## src/rtl/rr_selector.sv

```systemverilog
// rr_selector: N-channel packet arbiter (fixed-priority or round-robin) with a hold watchdog.
// Ports: clk, rst (sync, active-high); req/tail [N-1:0] per-channel request and last-flit marker;
//        ready downstream accept; select one-hot grant, idx its binary index, valid grant present,
//        timeout one-cycle pulse on watchdog-forced release. All outputs are registered.
module rr_selector #(
    parameter int N        = 5,
    parameter int MODE     = 1,
    parameter int MAX_HOLD = 0
) (
    input  logic                 clk,
    input  logic                 rst,
    input  logic [N-1:0]         req,
    input  logic [N-1:0]         tail,
    input  logic                 ready,
    output logic [N-1:0]         select,
    output logic [$clog2(N)-1:0] idx,
    output logic                 valid,
    output logic                 timeout
);
    localparam int IW = $clog2(N);
    localparam int HW = MAX_HOLD > 0 ? $clog2(MAX_HOLD + 1) : 1;

    typedef enum logic {IDLE, BUSY} state_t;

    state_t        state, state_n;
    logic [IW-1:0] ptr, win, cand;
    logic [HW-1:0] hold;
    logic          found, done, wd, rel;

    // Scan upward from ptr (round-robin) or from 0 (fixed priority), wrapping at N-1.
    always_comb begin
        found = 1'b0;
        win   = '0;
        cand  = MODE != 0 ? ptr : '0;
        for (int o = 0; o < N; o++) begin
            if (!found && req[cand]) begin
                found = 1'b1;
                win   = cand;
            end
            cand = cand == IW'(N - 1) ? '0 : cand + IW'(1);
        end
    end

    // Watchdog fires on the BUSY cycle that would bring the hold count to MAX_HOLD,
    // unless the packet is ending or aborting in that same cycle.
    always_comb begin
        done    = state == BUSY && ready && tail[idx];
        wd      = MAX_HOLD != 0 && state == BUSY && !done && req[idx] && hold == HW'(MAX_HOLD - 1);
        rel     = state == BUSY && (done || !req[idx] || wd);
        state_n = state == IDLE ? (found ? BUSY : IDLE) : (rel ? IDLE : BUSY);
    end

    always_ff @(posedge clk) begin
        if (rst) begin
            state   <= IDLE;
            select  <= '0;
            idx     <= '0;
            valid   <= 1'b0;
            timeout <= 1'b0;
            ptr     <= '0;
            hold    <= '0;
        end else begin
            state   <= state_n;
            timeout <= wd;
            if (state == IDLE && found) begin
                select <= N'(1) << win;
                idx    <= win;
                valid  <= 1'b1;
                ptr    <= win == IW'(N - 1) ? '0 : win + IW'(1);
                hold   <= '0;
            end else if (rel) begin
                select <= '0;
                idx    <= '0;
                valid  <= 1'b0;
            end else if (state == BUSY && MAX_HOLD != 0 && hold != HW'(MAX_HOLD)) begin
                hold <= hold + HW'(1);
            end
        end
    end
endmodule

```

## config.mk

```make
export PLATFORM = sky130hd
export DESIGN_NAME = rr_selector
export DESIGN_NICKNAME = d
export VERILOG_FILES = /design/src/rtl/rr_selector.sv
export SDC_FILE = /design/constraint.sdc
export NUM_CORES = 1
export LEC_CHECK = 0
export CAP_MARGIN = 20
export CORE_MARGIN = 1
export CORE_UTILIZATION = 60
export CTS_BUF_LIST = sky130_fd_sc_hd__clkbuf_8
export CTS_CLUSTER_DIAMETER = 50
export DETAILED_ROUTE_END_ITERATION = 10
export PLACE_DENSITY = 0.87
export SLEW_MARGIN = 25
export SYNTH_ARGS = -nofsm -noshare
export SYNTH_HDL_FRONTEND = slang
export SYNTH_SLANG_ARGS = --single-unit
export TNS_END_PERCENT = 100
```

## constraint.sdc

```tcl
create_clock -name clk -period 12 [get_ports clk]
set_input_delay 2.4 -clock clk [delete_from_list [all_inputs] [get_ports clk]]
set_output_delay 2.4 -clock clk [all_outputs]
set_load 0.05 [all_outputs]
```

# Yosys cells after proc, flatten, opt, wreduce, memory -nomap -nowiden
# Index checks and enable logic that the tools add are counted.
[totals]
register_bits = 13
in_bits = 13
output_inout_bits = 10
wordCells = 76
[classes]
add_sub_neg = 5
order_cmp = 6
n_eq_ne = 5
shifts = 1
mux = 38
bitwise = 1
reduce_logical = 15
[ops]
columns = ["operator", "count"]
rows = [
  ["3-bit two-way mux", 12],
  ["3-bit by 4-bit < comparator with 1-bit output (second input constant)", 6],
  ["1-bit binary-select mux with 3-bit select", 7],
  ["1-bit two-way mux", 17],
  ["3-bit by 1-bit adder with 3-bit output (second input constant)", 5],
  ["3-bit == test (second input constant)", 5],
  ["5-bit two-way mux", 2],
  ["1-bit logical AND", 8],
  ["1-bit logical NOT", 5],
  ["1-bit by 3-bit left shift with 5-bit output (first input constant)", 1],
  ["2-bit nonzero test", 1],
  ["1-bit logical OR", 1],
  ["1-bit inverter", 1],
]

# Logic depth before layout (Yosys ltp)
# Gate-level depths: netlist (run 1).
[depth]
word_depth = 17
depth_mapped = 24
depth_no_buf = 22

# Worst setup path after synthesis (run 1)
# Ideal clock, no wire load.
[synth_timing]
path_kind = "input port to flip-flop"
from = "input req[3]"
to = "register ptr[2]"
setup_time_ps = 70
arrival_ps = 4843
required_ps = 11930
slack_ps = 7087
cell_stages = 13
path_buffers = 0
path_cell_list = "mux2_2 -> mux2_2 -> a21o_1 -> or3_1 -> nor2_1 -> nand3_1 -> o211ai_1 -> inv_1 -> ha_1 -> ha_1 -> inv_1 -> o211ai_1 -> a21oi_1"
[synth_via]
elab_chain_cells = 17
elab_cells_between_ends = 32
classes_between = "1 x add/sub; 1 x eq/ne; 21 x mux; 9 x reduce/logical"
[synth_lines]
columns = ["element", "line", "source"]
rows = [
  ["from (decl)", "12", "input logic [N-1:0] req,"],
  ["1-bit binary-select mux with 3-bit select", "36", "if (!found && req[cand]) begin"],
  ["1-bit two-way mux (not written as such)", "36", ""],
  ["1-bit two-way mux", "36", ""],
  ["1-bit logical NOT", "36", ""],
  ["1-bit logical AND", "36", ""],
  ["1-bit two-way mux", "36", ""],
  ["1-bit logical NOT", "36", ""],
  ["1-bit logical AND", "36", ""],
  ["1-bit two-way mux", "36", ""],
  ["1-bit logical NOT", "36", ""],
  ["1-bit logical AND", "36", ""],
  ["1-bit two-way mux", "36", ""],
  ["1-bit logical NOT", "36", ""],
  ["1-bit logical AND", "36", ""],
  ["3-bit two-way mux", "36", ""],
  ["3-bit by 1-bit adder with 3-bit output / 3-bit == test (equally long branches)", "69", "ptr <= win == IW'(N - 1) ? '0 : win + IW'(1);"],
  ["3-bit two-way mux", "69", ""],
  ["to (signal assigned)", "69", ""],
  ["to (decl)", "26", "logic [IW-1:0] ptr, win, cand;"],
]
# Several ways; a longest one is shown, not always the timed one. The select of a mux whose other input is x is not followed.
# A chain may end at the register's enable or synchronous reset.

# Worst setup path in the final report (run 1)
[layout_timing]
from = "input req[2]"
to = "register select[3]"
[layout_via]
elab_chain_cells = 17
elab_cells_between_ends = 37
classes_between = "1 x shift; 23 x mux; 13 x reduce/logical"
[layout_lines]
columns = ["element", "line", "source"]
rows = [
  ["1-bit binary-select mux with 3-bit select", "36", ""],
  ["1-bit two-way mux (not written as such)", "36", ""],
  ["1-bit two-way mux", "36", ""],
  ["1-bit logical NOT", "36", ""],
  ["1-bit logical AND", "36", ""],
  ["1-bit two-way mux", "36", ""],
  ["1-bit logical NOT", "36", ""],
  ["1-bit logical AND", "36", ""],
  ["1-bit two-way mux", "36", ""],
  ["1-bit logical NOT", "36", ""],
  ["1-bit logical AND", "36", ""],
  ["1-bit two-way mux", "36", ""],
  ["1-bit logical NOT", "36", ""],
  ["1-bit logical AND", "36", ""],
  ["3-bit two-way mux / 1-bit two-way mux (equally long branches)", "36", ""],
  ["1-bit by 3-bit left shift with 5-bit output / 1-bit logical AND (equally long branches)", "66, 65", ""],
  ["5-bit two-way mux / 2-bit nonzero test (equally long branches)", "n/a", ""],
  ["to (signal assigned)", "66", "select <= N'(1) << win;"],
  ["to (decl)", "15", "output logic [N-1:0] select,"],
]
# Several ways; a longest one is shown, not always the timed one. The select of a mux whose other input is x is not followed.

==> results.json, run 1 <==
{
  "power_leakage_nw": 0.742,
  "htreeDepth": 1,
  "drive_gt1_share_pct": 7.73,
  "cp-start-kind": "primary input",
  "layout_setup_ws_ps": 6350,
  "route.met3.wl_um": 240,
  "tns_ps": 0,
  "grt_first_pass_wirelength_mm": 7.13,
  "synth_area_leaders": "dfxtp_1 17%, ha_1 9.6%, nand2_1 7.2%, mux2i_1 5.8%, a211o_1 3.4%",
  "grt_pass1_vias": 1664,
  "vias": 1707,
  "powerDensity_mw_per_mm2": 325,
  "grt_usage_pct": 34.9,
  "synth_top_area_cell": "dfxtp_1",
  "synth_cell_types": 55,
  "post_drt_wl_per_cell_um": 18.1,
  "crit_top_cell": "mux2_2",
  "path_clk_slew_ps": 50,
  "fin_skew_ps": 2.39,
  "yosys_warnings": 0,
  "slowest_delay_ps": 660,
  "internal-power_mw": 0.264,
  "die_area_sq_mm": 0.00281,
  "end_kind": "flop",
  "cts_tree": "done",
  "synthFlopType": "dfxtp_1",
  "wl_met1_mm": 1.83,
  "rsz0062_at_grt": "no",
  "antenna_found_initial": 0,
  "numCtsBuffers": 3,
  "finalNetCount": 246,
  "syn2layout_area_growth_pct": 14.8,
  "setup_viol": 0,
  "grt_max_degree": 22,
  "dp.final_hpwl_mm": 3.39,
  "maxCapViolCount": 0,
  "p_sw_share_pct": 54.7,
  "path_buf_inv": 1,
  "drcViolationCount": 0,
  "io_pins": 23,
  "pwr-share-seq_pct": 13.0,
  "overflow": 0,
  "avgSynthCellArea_sq_um": 7.65,
  "async_flop_share_pct": 0,
  "switching_power_mw": 0.318,
  "final_common_cell": "nand2_1",
  "crit_path_cell_trace": "clkdlybuf4s50_1 > mux2_2 > mux2_2 > a21o_1 > or3_1 > or2_2 > o41a_1 > or3b_1 > a21oi_1",
  "mostFrequentLayoutCells": "30 x nand2_1, 21 x clkdlybuf4s50_1, 14 x inv_1",
  "crit_slowest_cell": "o41a_1",
  "syn-num-nets": 229,
  "hp-class": "flop to flop",
  "period_share_pct": 47.1,
  "p_clk_share_pct": 6.6,
  "crit_type": "primary input to flop",
  "postRouteAntennaNets": 0,
  "cts_root_buf": "clkbuf_8",
  "cts_repair_resize_count": 0,
  "die_w_um": 53.0,
  "wl_met2_mm": 2.34,
  "portBuffers": 21,
  "start_util_pct": 63.0,
  "synth_cells": 204,
  "clk_latency_ps": 250,
  "ys_seq_area_share_pct": 16.7,
  "via_per_inst": 6.83,
  "synth_top_area_share_pct": 16.7,
  "rows": 18,
  "gp_congestion": 0.962,
  "core_sq_mm": 0.00248,
  "pre_cts_slack_ps": 6140,
  "cts.sink_count": 13,
  "netlist_area_sq_mm": 0.00156,
  "crit_fanout": 21,
  "synth-seq-cells": 13,
  "hold_viol_final": 0,
  "combPwrFrac_pct": 80.3,
  "fin_crit_ps": 5650,
  "cts_setup_buffers": 0,
  "wirelength_mm": 4.52,
  "worstPathArrival_ps": 5820,
  "ctsHoldBuffers": 0,
  "slew_headroom_pct": 48.4,
  "synth_edf_count": 0,
  "routed.top_layer": "met4",
  "die_height_um": 53.0,
  "cts.path.max_buffers": 2,
  "vdd_ir_drop_max_mv": 0.220,
  "outcome": "completed",
  "cp_top_family": "simple AND/OR/NAND/NOR gates",
  "first_pass_iters": 7,
  "hold_slack_ps": 476,
  "n_antenna_cell": 0,
  "max_freq_mhz": 177,
  "slew_viol_final": 0,
  "cp.required_ps": 12170,
  "drtIter0Drc": 61,
  "worst_pin_slew_ps": 773
}
[tightest hold or removal path, stage by stage (launching register included)]
cell	delay [ps]
dfxtp_1	310
nand2_1	50
o22ai_1	60
[cells by family after synthesis]
| family | synth area share [%] |
|---|---|
| AND/OR/NAND/NOR | 25.6 |
| AO/OA/AOI/OAI | 30.9 |
| buffers and inverters | 7.29 |
| other | 0.240 |
| flip-flops | 16.7 |
| multiplexers | 9.62 |
| adder cells (fa/ha/maj) | 9.62 |
[path summary, 6_finish.rpt]
| kind | startpoint | to | slack (ps) | depth (start not counted) |
|---|---|---|---|---|
| max | req[2] | select[3] | 6350 | 9 |
| min | select[2] | select[2] | 480 | 2 |
| max reg2reg | ptr[0] | ptr[2] | 6440 | 22 |
| min reg2reg | select[2] | select[2] | 480 | 2 |
[sequential cells by signal (all words and copies together) (netlist names)]
name and count:
idx 3, select 5, valid 1, state 1, ptr 3
[power by group through the flow]
stage / clock, mW / combinational, mW / sequential (mW)
finish: 0.0386 / 0.467 / 0.0759
global route: 0.0408 / 0.510 / 0.0776
CTS: 0.0390 / 0.460 / 0.0753
detailed placement: 0 / 0.455 / 0.0761
global placement: 0 / 0.442 / 0.0752
floorplan: 0 / 0.340 / 0.0990
[area by class of cell]
cell class	count	area (sq um)
Clock inverter	1	3.75
Tap cell	30	37.5
Sequential cell	13	260
Multi-Input combinational cell	168	1190
Clock buffer	3	41.3
Timing Repair Buffer	21	210
Fill cell	196	684
Inverter	14	52.6
[metrics by stage]
step	utilization (%)	total power, mW	instance area (sq um)	cells
global route	72.4	0.628	1790	250
finish	72.4	0.582	1790	250
global placement	70.6	0.517	1750	246
floorplan	-	0.439	1560	204
CTS	72.4	0.575	1790	250
detailed placement	70.6	0.531	1750	246
[cell usage after synthesis, types with 2 or more instances]
library cell  instances
o21ai_0               7
ha_1                 12
a211o_1               6
nor2_1                9
o2111ai_1             2
nor3_1                3
a21o_1                4
buf_6                 3
a211oi_1              4
o211ai_1              4
dfxtp_1              13
a221oi_1              2
mux2_2                4
a31oi_1               4
a21oi_1               6
o21a_1                2
a221o_1               3
nor3b_1               6
nand3_1               9
mux2i_1               9
o31a_1                2
o22ai_1               5
nand2b_1              4
clkbuf_1              4
or2_2                 2
nor2b_1               3
or3_1                 2
nand2_1              30
or4_4                 2
inv_1                13
[routing by layer]
layer	vias to the layer above	global-route usage, %
li1	800	-
met1	814	37.8
met2	77	65.8
met3	16	2.87
met4	0	18.9
met5	-	0
(Power assumes the default switching activity.)
==> inputs of run 2 (changes only) <==
--- a/config.mk
+++ b/config.mk
@@ -7,11 +7,11 @@
 export LEC_CHECK = 0
 export CAP_MARGIN = 20
 export CORE_MARGIN = 1
-export CORE_UTILIZATION = 60
+export CORE_UTILIZATION = 56
 export CTS_BUF_LIST = sky130_fd_sc_hd__clkbuf_8
 export CTS_CLUSTER_DIAMETER = 50
 export DETAILED_ROUTE_END_ITERATION = 10
-export PLACE_DENSITY = 0.87
+export PLACE_DENSITY = 0.82
 export SLEW_MARGIN = 25
 export SYNTH_ARGS = -nofsm -noshare
 export SYNTH_HDL_FRONTEND = slang
==> constraint.sdc (replaced) <==
create_clock -name clk -period 5.4 [get_ports clk]
set_input_delay 1.08 -clock clk [delete_from_list [all_inputs] [get_ports clk]]
set_output_delay 1.08 -clock clk [all_outputs]
set_load 0.05 [all_outputs]
==> run 2 against run 1 <==
Count of clock-buffer cells in the layout stayed put. Clock power is 120% higher. Via count is 1.4% lower. Sequential power is 100% higher. Core utilization is 1.3 points lower. Largest cell class unchanged. Largest power group unchanged. Highest routed layer unchanged.
==> results.json, run 2 (same netlist as run 1, synthesis figures left out) <==
{
  "crit_top_cell": "ha_1",
  "maxCapViolCount": 0,
  "numCtsBuffers": 3,
  "tns_ps": 0,
  "via_per_inst": 6.68,
  "ctsHoldBuffers": 0,
  "hp-class": "flop to flop",
  "fillers": 202,
  "cts.path.max_buffers": 2,
  "die_w_um": 54.8,
  "postRouteAntennaNets": 0,
  "cp.depth": 20,
  "seq_area_sq_um": 260,
  "min_from": "select[2]",
  "r2r-start": "ptr[1]",
  "cp_top_family": "compound AO/OA/AOI/OAI gates",
  "utilization_pct": 71.0,
  "r2r_slack_ps": 300,
  "wirelength_mm": 4.37,
  "crit_fanout": 8,
  "placed_area_sq_mm": 0.00176,
  "cts_root_buf": "clkbuf_8",
  "clk_latency_ps": 240,
  "io_pins": 23,
  "power_leakage_nw": 0.752,
  "start_util_pct": 61.4,
  "cts.sink_count": 13,
  "path_buf_inv": 5,
  "grt_max_degree": 20,
  "period_share_pct": 94.4,
  "largest-register": "select",
  "largest_reg_flops": 5,
  "htreeDepth": 1,
  "cts_repair_resize_count": 0,
  "fin_crit_ps": 5100,
  "multi_input_area_sq_mm": 0.00119,
  "slew_viol_final": 0,
  "slowest_delay_ps": 580,
  "worst_pin_slew_ps": 729,
  "drive_gt1_share_pct": 8.56,
  "post_drt_wl_per_cell_um": 17.3,
  "cp-start-kind": "flop",
  "place_inst": 248,
  "core_sq_mm": 0.00254,
  "holdPathEnd": "select[2]",
  "n_antenna_cell": 0,
  "overflow": 0,
  "syn2layout_area_growth_pct": 15.8,
  "max_freq_mhz": 196,
  "vdd_ir_drop_max_mv": 0.543,
  "dp.final_hpwl_mm": 3.32,
  "r2r_cells": 20,
  "end_kind": "flop",
  "cts_tree": "done",
  "crit_path_cell_trace": "inv_1 > ha_1 > a21oi_2 > inv_2 > ha_1 > o21ai_0 > a22o_1 > inv_1 > ha_1 > or4_4 > a221o_1 > a211oi_1 > nor2_1 > o211ai_1 > inv_1 > ha_1 > ha_1 > inv_1 > o211ai_1 > a21oi_1",
  "grt_first_pass_wirelength_mm": 6.86,
  "first_pass_iters": 4,
  "final_cells": 252,
  "final_common_cell": "nand2_1",
  "mostFrequentLayoutCells": "30 x nand2_1, 21 x clkdlybuf4s50_1, 14 x inv_1",
  "slew_headroom_pct": 51.4,
  "die_height_um": 54.8,
  "powerDensity_mw_per_mm2": 721,
  "crit_type": "flop to flop",
  "antenna_found_initial": 0,
  "top_regs": "select (5), idx (3), ptr (3)",
  "drtIter0Drc": 77,
  "r2r-end": "ptr[2]",
  "hold_viol_final": 0,
  "cp.required_ps": 5570,
  "vias": 1683,
  "portBuffers": 21,
  "worstPathArrival_ps": 5270,
  "rsz0062_at_grt": "no",
  "finalNetCount": 248,
  "fin_skew_ps": 1.30,
  "setup_viol": 0,
  "hold_depth": 2,
  "grt_pass1_vias": 1462,
  "gp_congestion": 0.903,
  "grt_usage_pct": 32.3,
  "cts_setup_buffers": 0,
  "die_area_sq_mm": 0.00300,
  "rows": 18,
  "drcViolationCount": 0,
  "path_clk_slew_ps": 60,
  "outcome": "completed",
  "crit_slowest_cell": "or4_4",
  "fin_area_sq_mm": 0.00181
}
[run 2: cell count changes in the layout (fill, tap and decap cells not counted)]
| cell | previous run | this run |
|---|---|---|
| o21ai_1 | 0 | 1 |
| o21ai_0 | 7 | 6 |
| buf_4 | 0 | 2 |
[run 2: area by class of cell]
type | instances | area share (%)
inverters | 14 | 2.91
flip-flops and latches | 13 | 14.4
clock inverters | 1 | 0.208
clock buffers | 3 | 2.28
multi-input cells | 168 | 65.7
repair buffers | 23 | 12.5
well taps | 30 | 2.08
[run 2: worst min-delay path: cells and delay by family (launching register included)]
kind | cells | cell delay [ps]
compound gates | 1 | 70
flops | 1 | 310
simple gates | 1 | 60
[run 2: per-layer routing]
layer  track usage [%]  part of all wire (%)  wire length [um]
met4              12.8                   2.8               121
met2              53.8                    47              2050
met1              41.5                    44              1900
met5                 0                     0                 0
met3              4.17                   6.9               300
[run 2: worst max path at each step]
stage | startpoint | to
2_1_floorplan | ptr[0] | ptr[2]
3_3_place_gp | ptr[1] | ptr[2]
3_5_place_dp | ptr[1] | ptr[2]
4_1_cts | ptr[1] | ptr[2]
5_1_grt | ptr[1] | ptr[2]
6_report | ptr[1] | ptr[2]
[run 2: where the power goes]
group          internal, mW  total, mW  switching, mW  leakage (nW)
clock                0.0502     0.0856         0.0353        0.0269
sequential            0.129      0.155         0.0256         0.107
combinational         0.419       1.06          0.645         0.618
[run 2: stage by stage]
stage / power, mW / setup WS (ps) / hold slack, ps
after floorplan: 0.977 / 638 / 477
after global placement: 1.17 / 641 / 451
after detailed placement: 1.19 / 381 / 468
after CTS: 1.29 / 361 / 476
after global routing: 1.41 / 18.8 / 484
final: 1.30 / 301 / 477
